===== src/rtl/spi_txn_arbiter.sv =====
// Round-robin arbiter that shares one SPI byte engine between two requesters and
// sequences multi-byte transactions through it, with a watchdog on a hung END_BIT.
module spi_txn_arbiter #(
    parameter int unsigned GAP_CYC     = 8,
    parameter int unsigned TIMEOUT_CYC = 1200,
    parameter int unsigned LEN_W       = 4
) (
    input  logic             clk,
    input  logic             rst,

    input  logic             req0,
    input  logic             req1,
    input  logic [LEN_W-1:0] len0,
    input  logic [LEN_W-1:0] len1,
    input  logic [7:0]       txd0,
    input  logic [7:0]       txd1,
    output logic             tx_rd0,
    output logic             tx_rd1,
    output logic             gnt0,
    output logic             gnt1,
    output logic [7:0]       rx_data,
    output logic             rx_vld0,
    output logic             rx_vld1,
    output logic             done0,
    output logic             done1,
    output logic             err,
    output logic             busy,

    output logic             spi_start,
    input  logic             spi_end,
    output logic [7:0]       spi_txd,
    input  logic [7:0]       spi_rxd
);

    localparam int unsigned WDOG_W = (TIMEOUT_CYC > 1) ? $clog2(TIMEOUT_CYC) : 1;
    localparam int unsigned GAP_W  = (GAP_CYC > 1) ? $clog2(GAP_CYC) : 1;
    localparam logic [WDOG_W-1:0] WDOG_LAST = WDOG_W'(TIMEOUT_CYC - 1);
    localparam logic [GAP_W-1:0]  GAP_LAST  = GAP_W'(GAP_CYC - 1);

    typedef enum logic [2:0] {
        StIdle,
        StLoad,
        StRun,
        StRel,
        StGap,
        StDone
    } state_e;

    state_e             state_q, state_d;
    logic               owner_q, owner_d;
    logic               last_q, last_d;
    logic [LEN_W-1:0]   rem_q, rem_d;
    logic [WDOG_W-1:0]  wdog_q, wdog_d;
    logic [GAP_W-1:0]   gap_q, gap_d;
    logic               abort_q, abort_d;
    logic [7:0]         txd_q, txd_d;
    logic [7:0]         rx_data_q, rx_data_d;
    logic [1:0]         rx_vld_q, rx_vld_d;
    logic               start_q, start_d;

    logic               any_req;
    logic               pick1;
    logic [LEN_W-1:0]   grant_len;

    // Requester 1 wins when alone, or when both ask and 0 was served last.
    assign any_req   = req0 | req1;
    assign pick1     = req1 & (~req0 | ~last_q);
    assign grant_len = pick1 ? len1 : len0;

    always_comb begin
        state_d   = state_q;
        owner_d   = owner_q;
        last_d    = last_q;
        rem_d     = rem_q;
        wdog_d    = wdog_q;
        gap_d     = gap_q;
        abort_d   = abort_q;
        txd_d     = txd_q;
        rx_data_d = rx_data_q;
        rx_vld_d  = 2'b00;

        unique case (state_q)
            StIdle: begin
                if (any_req) begin
                    owner_d = pick1;
                    rem_d   = grant_len;
                    state_d = (grant_len == '0) ? StDone : StLoad;
                end
            end
            StLoad: begin
                txd_d   = owner_q ? txd1 : txd0;
                wdog_d  = '0;
                state_d = StRun;
            end
            StRun: begin
                if (spi_end) begin
                    rx_data_d          = spi_rxd;
                    rx_vld_d[owner_q]  = 1'b1;
                    rem_d              = rem_q - LEN_W'(1);
                    state_d            = StRel;
                end else if (wdog_q == WDOG_LAST) begin
                    abort_d = 1'b1;
                    state_d = StDone;
                end else begin
                    wdog_d = wdog_q + WDOG_W'(1);
                end
            end
            StRel: begin
                // Master holds END_BIT until it sees START high; wait for it to drop.
                if (!spi_end) begin
                    if (rem_q != '0) begin
                        gap_d   = '0;
                        state_d = StGap;
                    end else begin
                        state_d = StDone;
                    end
                end
            end
            StGap: begin
                if (gap_q == GAP_LAST) begin
                    state_d = StLoad;
                end else begin
                    gap_d = gap_q + GAP_W'(1);
                end
            end
            StDone: begin
                last_d  = owner_q;
                abort_d = 1'b0;
                state_d = StIdle;
            end
            default: state_d = StIdle;
        endcase

        // Registered so START rises on the very edge that leaves RUN.
        start_d = (state_d != StRun);
    end

    always_ff @(posedge clk) begin
        if (rst) begin
            state_q   <= StIdle;
            owner_q   <= 1'b0;
            last_q    <= 1'b1;
            rem_q     <= '0;
            wdog_q    <= '0;
            gap_q     <= '0;
            abort_q   <= 1'b0;
            txd_q     <= 8'h00;
            rx_data_q <= 8'h00;
            rx_vld_q  <= 2'b00;
            start_q   <= 1'b1;
        end else begin
            state_q   <= state_d;
            owner_q   <= owner_d;
            last_q    <= last_d;
            rem_q     <= rem_d;
            wdog_q    <= wdog_d;
            gap_q     <= gap_d;
            abort_q   <= abort_d;
            txd_q     <= txd_d;
            rx_data_q <= rx_data_d;
            rx_vld_q  <= rx_vld_d;
            start_q   <= start_d;
        end
    end

    // Grant is visible in the IDLE cycle that accepts the request.
    always_comb begin
        gnt0 = 1'b0;
        gnt1 = 1'b0;
        if (state_q == StIdle) begin
            gnt0 = any_req & ~pick1;
            gnt1 = any_req & pick1;
        end else begin
            gnt0 = ~owner_q;
            gnt1 = owner_q;
        end
    end

    assign tx_rd0    = (state_q == StLoad) & ~owner_q;
    assign tx_rd1    = (state_q == StLoad) & owner_q;
    assign done0     = (state_q == StDone) & ~owner_q;
    assign done1     = (state_q == StDone) & owner_q;
    assign err       = (state_q == StDone) & abort_q;
    assign busy      = (state_q != StIdle);
    assign rx_vld0   = rx_vld_q[0];
    assign rx_vld1   = rx_vld_q[1];
    assign rx_data   = rx_data_q;
    assign spi_start = start_q;
    assign spi_txd   = txd_q;

endmodule


===== config.mk =====
export PLATFORM = sky130hd
export DESIGN_NAME = spi_txn_arbiter
export DESIGN_NICKNAME = d
export VERILOG_FILES = /design/src/rtl/spi_txn_arbiter.sv
export SDC_FILE = /design/constraint.sdc
export NUM_CORES = 1
export LEC_CHECK = 0
export ABC_CLOCK_PERIOD_IN_PS = 1800
export BUFFER_PORTS_ARGS = -buffer_cell sky130_fd_sc_hd__buf_2
export CORE_MARGIN = 4
export CORE_UTILIZATION = 27
export CTS_CLUSTER_DIAMETER = 50
export DETAILED_ROUTE_END_ITERATION = 7
export PLACE_DENSITY = 0.56
export SLEW_MARGIN = 20
export SYNTH_ARGS = -nofsm -noshare
export SYNTH_HDL_FRONTEND = slang
export SYNTH_SLANG_ARGS = --single-unit
export TNS_END_PERCENT = 1

===== constraint.sdc =====
create_clock -name clk -period 1.8 [get_ports clk]
set_input_delay 0.09 -clock clk [delete_from_list [all_inputs] [get_ports clk]]
set_output_delay 0.09 -clock clk [all_outputs]
set_load 0.02 [all_outputs]

Yosys cells after proc, flatten, opt, wreduce, memory -nomap -nowiden
Cells that the tools add are included.
Widths: inputs -> output; s select.

cells by class
  $add $sub $neg = 3
  muxes and demuxes = 27
  reductions and logical operators = 16
  magnitude comparators = 2
  bitwise logic cells = 16
  equality and inequality tests = 16

operator list
  cell                   count
  $mux 3                 9
  $mux 11                2
  $pmux 11 s2            1
  $ne 2x2->1 const B     8
  $pmux 3 s5             1
  $mux 4                 3
  $add 11x1->11 const B  1
  $eq 11x11->1 const B   1
  $eq 3x3->1 const B     3
  $reduce_and 3->1       3
  $and 1x1->1            8
  $mux 8                 1
  $pmux 4 s2             1
  $reduce_bool 2->1      4
  $eq 3x2->1 const B     2
  $mux 1                 6
  $not 1->1              6
  $pmux 3 s2             1
  $logic_not 4->1        1
  $reduce_and 2->1       2
  $reduce_and 4->1       1
  $reduce_bool 4->1      1
  $sub 4x1->4 const B    1
  $add 3x1->3 const B    1
  other kinds (11)       12

word-level totals
  output and inout bits = 27
  register bits after elaboration = 43
  bits of input ports = 37
  logic and storage cells = 91

Longest topological paths before layout
Gate-level depths: netlist of the first run.

  depth after elaboration = 9
  mapped depth = 6
  depth with buffers taken out = 6

Worst setup path before layout of the first run
No wires, ideal clock.

  kind = register -> output
  start point = register state_q[0]
  end point = output tx_rd0
  stages on the path, launching flop included = 6
  buffers on the path = 3
  data arrival time = 1.680 ns
  required time = 1.710 ns
  slack = 0.030 ns
  cells stage by stage = dfxtp_1 -> buf_2 -> nor3b_1 -> clkbuf_1 -> clkbuf_1 -> nor2b_1

between the ends
  cells in the longest elaborated chain, start to end = 2

RTL lines
  what                    line  source
  start, declared         49    state_e state_q, state_d;
  start signal, assigned  140   state_q <= StIdle;
  start signal, assigned  152   state_q <= state_d;
  $eq 3x1->1              179   assign tx_rd0 = (state_q == StLoad) & ~owner_q;
  $and 1x1->1             179
  end, declared           17    output logic tx_rd0,

Every way passes these cells.

Worst setup path after layout of the first run
  start point = register wdog_q[6]
  end point = register state_q[0]

between the ends
  cells in the longest elaborated chain, start to end = 4

RTL lines
  what                    line  source
  start, declared         53    logic [WDOG_W-1:0] wdog_q, wdog_d;
  start signal, assigned  156   wdog_q <= wdog_d;
  $eq 11x11->1            101   end else if (wdog_q == WDOG_LAST) begin
  $mux 3                  101
  $mux 3                  96    if (spi_end) begin
  $pmux 3 s5              82    unique case (state_q)

Every way passes these cells.
A chain may end at the register's enable or synchronous reset.

==> results of run 1 <==
final cells by class:
class,instances,area (um^2),share of cell area (%)
multi-input cells,187,1280,44.5
flip-flops and latches,43,871,30.3
repair buffers,80,449,15.6
well taps,102,128,4.44
clock buffers,6,82.6,2.87
clock inverters,2,38.8,1.35
inverters,7,26.3,0.915
critical path, stage by stage, from the launching register on:
cell,delay [ns]
sky130_fd_sc_hd__dfxtp_1,0.32
sky130_fd_sc_hd__or4b_4,0.57
sky130_fd_sc_hd__or3_4,0.44
sky130_fd_sc_hd__o2111ai_2,0.18
sky130_fd_sc_hd__and2_1,0.14
metal layers:
| layer | routed length (um) | track usage (%) | vias up | share of wire (%) |
|---|---|---|---|---|
| li1 | - | - | 1052 | - |
| met1 | 2550 | 15.4 | 900 | 48 |
| met2 | 2360 | 17.9 | 56 | 44 |
| met3 | 350 | 3.21 | 5 | 6.6 |
| met4 | 68 | 3.15 | 0 | 1.3 |
| met5 | 0 | 0 | - | 0 |
cells by family (layout without fill, tap and decap cells):
| kind of cell | after synthesis | after routing |
|---|---|---|
| fa+ha+maj | 5 | 5 |
| compound gates | 56 | 56 |
| xor+xnor | 3 | 3 |
| mux | 16 | 16 |
| flops | 43 | 43 |
| simple gates | 107 | 107 |
| buf+inv | 22 | 95 |
power by group through the flow:
stage          Sequential [mW]  Clock [mW]  Combinational, mW
3_3_place_gp              1.10           0              0.576
4_1_cts                   1.08       0.836              0.585
2_1_floorplan             1.12           0              0.344
5_1_grt                   1.09       0.866              0.657
3_5_place_dp              1.10           0              0.581
6_report                  1.08       0.807              0.590
through the flow:
stage	worst slack (ns)	cells	instance area (um^2)	utilization [%]	hold WS, ns
finish	0.0790	427	2870	36.8	0.0206
global route	-0.0174	427	2870	36.8	0.0302
CTS	0.00764	427	2840	36.3	0.0135
detailed placement	0.0509	419	2710	34.7	0.338
global placement	0.131	419	2710	34.7	0.331
floorplan	0.0302	252	2200	-	0.226
flip-flops by register name, summed over array words and instances (netlist names):
name,count
owner_q,1
rem_q,4
wdog_q,11
gap_q,3
spi_txd,8
last_q,1
abort_q,1
spi_start,1
rx_data,8
rx_vld_q,2
state_q,3
Yosys cell counts (4+ instances only):
library cell               instances
sky130_fd_sc_hd__a211o_1           4
sky130_fd_sc_hd__a211oi_1          8
sky130_fd_sc_hd__a21oi_1          18
sky130_fd_sc_hd__and2_1            6
sky130_fd_sc_hd__clkbuf_1         11
sky130_fd_sc_hd__dfxtp_1          43
sky130_fd_sc_hd__ha_1              5
sky130_fd_sc_hd__inv_1             7
sky130_fd_sc_hd__mux2i_1          16
sky130_fd_sc_hd__nand2_1          30
sky130_fd_sc_hd__nand3_1           8
sky130_fd_sc_hd__nor2_1           23
sky130_fd_sc_hd__nor3_1            5
sky130_fd_sc_hd__nor3b_1           4
sky130_fd_sc_hd__o21ai_0           6
worst min path at each step:
stage | endpoint | slack, ns | cells past startpoint
after floorplan | rx_data[0] | 0.23 | 2
after global placement | rx_data[1] | 0.33 | 3
after detailed placement | rx_data[5] | 0.34 | 3
after CTS | rx_data[5] | 0.01 | 3
after global routing | rx_data[4] | 0.03 | 3
final | rx_data[3] | 0.02 | 3
repair_timing:
| action | in CTS | in global routing |
|---|---|---|
| gates resized for setup | 3 | 11 |
| hold buffers | 0 | 0 |
| setup endpoints to repair | 5 | 9 |
| buffers inserted | 0 | 0 |
| pin swaps | 0 | 1 |
==> results.rst, run 1 <==
.. list-table::
   :header-rows: 1

   * - Metric
     - Value
   * - Run status
     - completed
   * - Launching element of the worst setup path
     - wdog_q[6]
   * - Filler cell count
     - 811
   * - Synth area leader
     - sky130_fd_sc_hd__dfxtp_1
   * - Mux share of post-synthesis cell area
     - 7.28%
   * - Main area contributors after synthesis
     - sky130_fd_sc_hd__dfxtp_1 39%, sky130_fd_sc_hd__mux2i_1 7.3%, sky130_fd_sc_hd__nand2_1 5.1%
   * - Relative max-transition margin
     - 65.8%
   * - First-pass GRT wire length
     - 9270 um
   * - Detailed-route via count
     - 2013
   * - Max Cap Violations
     - 0
   * - Post-route antenna net violation count
     - 0
   * - Highest-count cells in the layout ignoring fill and taps
     - 62 x sky130_fd_sc_hd__buf_2, 39 x sky130_fd_sc_hd__dfxtp_1, 30 x sky130_fd_sc_hd__nand2_1
   * - Relative contribution of the clock network to total power
     - 32.6%
   * - Die area
     - 9660 um^2
   * - Proportion of synthesized flip-flops having asynchronous set or reset
     - 0%
   * - Synthesis-stage register bit count
     - 43
   * - Worst min path class
     - primary input to register
   * - Switching fraction of total power
     - 29.9%
   * - Min-delay src
     - spi_rxd[3]
   * - Number of global-route vias before repair
     - 2003
   * - Root cell of the clock tree
     - sky130_fd_sc_hd__clkbuf_8
   * - Main flop type after synthesis
     - sky130_fd_sc_hd__dfxtp_1
   * - Critical-path maximum fanout
     - 5
   * - Width of the die
     - 98.3 um
   * - Global Route Usage Sum
     - 11.4%
   * - Static Leak
     - 1.17 nW
   * - Psw
     - 0.742 mW
   * - Startpoint type of the worst setup path
     - register
   * - Timing-limited maximum frequency
     - 581 MHz
   * - Most common library cell in the layout ignoring fill and taps
     - sky130_fd_sc_hd__buf_2
   * - Final setup violation count
     - 0
   * - H-tree level count
     - 2
   * - Unrepaired setup endpoints after global routing
     - yes
   * - I/O pin count
     - 64
   * - Worst Path Class, Setup
     - register to register
   * - DR WL/cell
     - 12.5 um
   * - R2r startpoint
     - wdog_q[6]
   * - Power per cell area
     - 863 nW/um^2
   * - Maximum buffer depth of the clock tree
     - 2
   * - Area fraction in compound gates after synthesis
     - 19.1%
   * - Total of warnings raised by yosys
     - 0
   * - TritonCTS clock tree
     - built
   * - Minimum clock period after layout
     - 1.72 ns
   * - Later-pin clock latency in the skew report
     - 0.29 ns
   * - Layout Nets
     - 366
   * - Total half-perimeter wirelength after legalization and detailed placement
     - 4060 um
   * - Endpoint type of the worst setup path
     - register
   * - Number of hold violations in the final report
     - 0
   * - Peak VDD IR
     - 440 uV
   * - Ratio of final minimum period to clock period
     - 95.6%
   * - Post-synth net total
     - 294
   * - Pin count of the biggest net entering global routing
     - 27
   * - Drt drc
     - 0
   * - Combinational family with the most area after synthesis
     - simple AND/OR/NAND/NOR gates
   * - Synthesized area per cell
     - 8.73 um^2
   * - Post-CTS clock slew at the launch and capture registers of the worst setup and hold paths
     - 0.09 ns
   * - Data required, critical path
     - 2.04 ns
   * - Cell-internal power
     - 1.74 mW
   * - Pin slew with the least headroom to its limit
     - 0.513 ns
   * - End of the critical path
     - state_q[0]
   * - Simple-gate area share of the yosys netlist
     - 26.4%
   * - Worst EP arrival
     - 1.96 ns
   * - Sinks on Clock Net
     - 43
   * - First-pass DRT Iterations
     - 4
   * - Total wirelength of the detailed-routed design
     - 5340 um
   * - Die span in y
     - 98.3 um
   * - Setup slack of the most critical reg-to-reg path
     - 0.08 ns
   * - Number of synthesized flops with an enable pin
     - 0
   * - Initial drt markers
     - 83
   * - Num rows
     - 32
   * - Starting utilization of the core area
     - 28.2%
   * - Via density
     - 4.71
   * - Yosys top cell area share
     - 39.1%
   * - Fraction of power consumed by combinational cells
     - 23.8%
   * - Layout overhead on the synthesized area
     - 30.6%
   * - R2R depth
     - 4
   * - Gp weighted congestion
     - 0.782
   * - Xor/xnor share of the synthesized area
     - 1.19%
   * - TNS Setup
     - 0 ns
   * - Slew Limit Fails
     - 0
   * - Worst reg2reg path endpoint
     - state_q[0]
   * - TritonCTS Buffers
     - 5
   * - Total power consumption of the routed design
     - 2.48 mW
   * - Share of final-layout standard cells stronger than drive strength 1
     - 34.5%
   * - Count of different cell masters after synthesis
     - 54
   * - Count of mapped cells out of synthesis
     - 252
   * - Post-synthesis share of cell area spent on full adders, half adders and majority gates
     - 2.84%
   * - Area inside the core boundary
     - 7810 um^2
   * - Cell area after technology mapping
     - 2200 um^2
   * - Number of buffers added on ports
     - 63
   * - Clock skew
     - 0.00633 ns
   * - Sequential element share of the synthesized area
     - 39.1%
   * - Final antenna diode count
     - 0
   * - Flop pwr share
     - 43.6%
   * - Residual overflow from global routing
     - 0
   * - Initial antenna violation count
     - 0
Power figures use the tool's default switching activity.
==> inputs of run 2 (changes only) <==
==> constraint.sdc (replaced) <==
create_clock -name clk -period 1.8 [get_ports clk]
set_input_delay 0.36 -clock clk [delete_from_list [all_inputs] [get_ports clk]]
set_output_delay 0.36 -clock clk [all_outputs]
set_load 0.02 [all_outputs]
==> results.rst, run 2 (synthesis gave the netlist of run 1 again) <==
.. list-table::
   :header-rows: 1

   * - Metric
     - Value
   * - Run status
     - completed
   * - Root cell of the clock tree
     - sky130_fd_sc_hd__clkbuf_8
   * - Final antenna diode count
     - 0
   * - Startpoint type of the worst setup path
     - register
   * - Worst slack, placed
     - -0.0475 ns
   * - Sinks on Clock Net
     - 43
   * - Data required, critical path
     - 1.44 ns
   * - Later-pin clock latency in the skew report
     - 0.30 ns
   * - Power per cell area
     - 833 nW/um^2
   * - Max FFs per register
     - 11
   * - Total wirelength of the detailed-routed design
     - 5690 um
   * - Unrepaired setup endpoints after global routing
     - yes
   * - Grt met3 use
     - 2.57%
   * - Via density
     - 4.73
   * - Worst-case setup margin in the final layout
     - 0.0133 ns
   * - H-tree level count
     - 2
   * - Detailed-route via count
     - 2103
   * - Peak VDD IR
     - 345 uV
   * - Psw
     - 0.781 mW
   * - Relative contribution of the clock network to total power
     - 30.0%
   * - Switching fraction of total power
     - 30.6%
   * - Register with the most flip-flops
     - wdog_q
   * - Cts hold-fix bufs
     - 0
   * - Instance area after placement
     - 2790 um^2
   * - Area inside the core boundary
     - 7810 um^2
   * - Starting utilization of the core area
     - 28.2%
   * - Grt peak-use layer
     - met2
   * - Minimum clock period after layout
     - 1.79 ns
   * - Critical-path maximum fanout
     - 7
   * - Worst Path Class, Setup
     - register to output port
   * - R2R depth
     - 4
   * - Final std cell area, no fill
     - 3060 um^2
   * - Layout overhead on the synthesized area
     - 39.3%
   * - Endpoint type of the worst setup path
     - output port
   * - Max Cap Violations
     - 0
   * - Number of buffers added on ports
     - 63
   * - Die area
     - 9660 um^2
   * - Hold-critical path depth
     - 3
   * - Slew Limit Fails
     - 0
   * - Cell-internal power
     - 1.77 mW
   * - Width of the die
     - 98.3 um
   * - Static Leak
     - 1.27 nW
   * - TritonCTS Buffers
     - 5
   * - Final setup violation count
     - 0
   * - Timing-limited maximum frequency
     - 560 MHz
   * - Initial antenna violation count
     - 0
   * - Pin count of the biggest net entering global routing
     - 23
   * - First-pass DRT Iterations
     - 4
   * - Most frequent cell on the critical path
     - sky130_fd_sc_hd__buf_4
   * - Setup slack of the most critical reg-to-reg path
     - 0.06 ns
   * - Drt drc
     - 0
   * - Worst min path class
     - primary input to register
   * - Highest-count cells in the layout ignoring fill and taps
     - 60 x sky130_fd_sc_hd__buf_2, 38 x sky130_fd_sc_hd__dfxtp_1, 35 x sky130_fd_sc_hd__buf_4
   * - DR WL/cell
     - 12.8 um
   * - Most common library cell in the layout ignoring fill and taps
     - sky130_fd_sc_hd__buf_2
   * - Number of hold violations in the final report
     - 0
   * - TritonCTS clock tree
     - built
   * - Slowest-stage cell, CP
     - sky130_fd_sc_hd__dfxtp_4
   * - Ratio of final minimum period to clock period
     - 99.3%
   * - Initial drt markers
     - 115
   * - Residual overflow from global routing
     - 0
   * - Share of final-layout standard cells stronger than drive strength 1
     - 40.2%
   * - Maximum buffer depth of the clock tree
     - 2
   * - Filler cell count
     - 796
   * - Gp weighted congestion
     - 0.797
   * - Global Route Usage Sum
     - 12.0%
   * - Number of global-route vias before repair
     - 2074
   * - Worst EP arrival
     - 1.43 ns
   * - Layout Nets
     - 384
   * - Highest cell delay on the worst timing path
     - 0.37 ns
   * - Num rows
     - 32
   * - I/O pin count
     - 64
   * - Fraction of power consumed by combinational cells
     - 27.9%
   * - Die span in y
     - 98.3 um
   * - Pin slew with the least headroom to its limit
     - 0.415 ns
   * - Relative max-transition margin
     - 72.3%
   * - Flop pwr share
     - 42.1%
   * - Post-CTS clock slew at the launch and capture registers of the worst setup and hold paths
     - 0.09 ns
   * - Clock skew
     - 0.0111 ns
   * - Total half-perimeter wirelength after legalization and detailed placement
     - 4320 um
   * - Post-route antenna net violation count
     - 0
   * - CP cell instances
     - buf_6, nor3_4, buf_4, o22ai_1, buf_4
   * - First-pass GRT wire length
     - 9670 um
   * - GRT met2 Usage
     - 18.8%
   * - Met1 track utilization from global routing
     - 16.0%
-- run 2: cell type report --
class | count | area, um^2 | area share [%]
Clock inverter | 3 | 43.8 | 1.43
Sequential cell | 43 | 875 | 28.5
Tap cell | 102 | 128 | 4.16
Inverter | 7 | 26.3 | 0.857
Multi-Input combinational cell | 187 | 1330 | 43.3
Timing Repair Buffer | 98 | 597 | 19.5
Clock buffer | 5 | 68.8 | 2.25
-- run 2: power groups by stage --
| stage | logic, mW | registers [mW] | clock network (mW) |
|---|---|---|---|
| 2_1_floorplan | 0.351 | 1.12 | 0 |
| 3_3_place_gp | 0.611 | 1.09 | 0 |
| 3_5_place_dp | 0.617 | 1.09 | 0 |
| 4_1_cts | 0.664 | 1.07 | 0.795 |
| 5_1_grt | 0.782 | 1.09 | 0.822 |
| 6_report | 0.712 | 1.08 | 0.765 |
-- run 2: per-layer routing --
| layer | up-vias | routed length, um |
|---|---|---|
| li1 | 1100 | - |
| met1 | 957 | 2650 |
| met2 | 39 | 2670 |
| met3 | 7 | 258 |
| met4 | 0 | 106 |
| met5 | - | 0 |
-- run 2: path summary, 6_finish.rpt --
path / startpoint / endpoint
setup / recovery: state_q[2] / gnt0
hold reg to reg: rx_data[4] / rx_data[4]
hold / removal: spi_rxd[5] / rx_data[5]
setup reg to reg: wdog_q[8] / spi_start
-- run 2: what timing repair did --
item,in CTS,in global routing
buffers inserted,5,4
pin swaps,4,6
setup endpoints to repair,9,10
gates cloned,0,0
gates resized for setup,11,18
-- run 2: critical path: cells and delay by family (launching register included) --
family | cells | cell delay, ns
buf+inv | 3 | 0.46
simple gates | 1 | 0.24
compound gates | 1 | 0.07
flops | 1 | 0.37
-- run 2: stage by stage --
stage / TNS, ns / util [%] / cells / total power [mW] / hold WS [ns]
after CTS: -0.0503 / 38.0 / 441 / 2.53 / 0.281
after global placement: -0.0180 / 35.7 / 428 / 1.70 / 0.439
after global routing: -0.121 / 39.2 / 445 / 2.69 / 0.288
final: 0 / 39.2 / 445 / 2.55 / 0.284
after floorplan: 0 / - / 252 / 1.47 / 0.458
after detailed placement: -0.0475 / 35.7 / 428 / 1.71 / 0.446
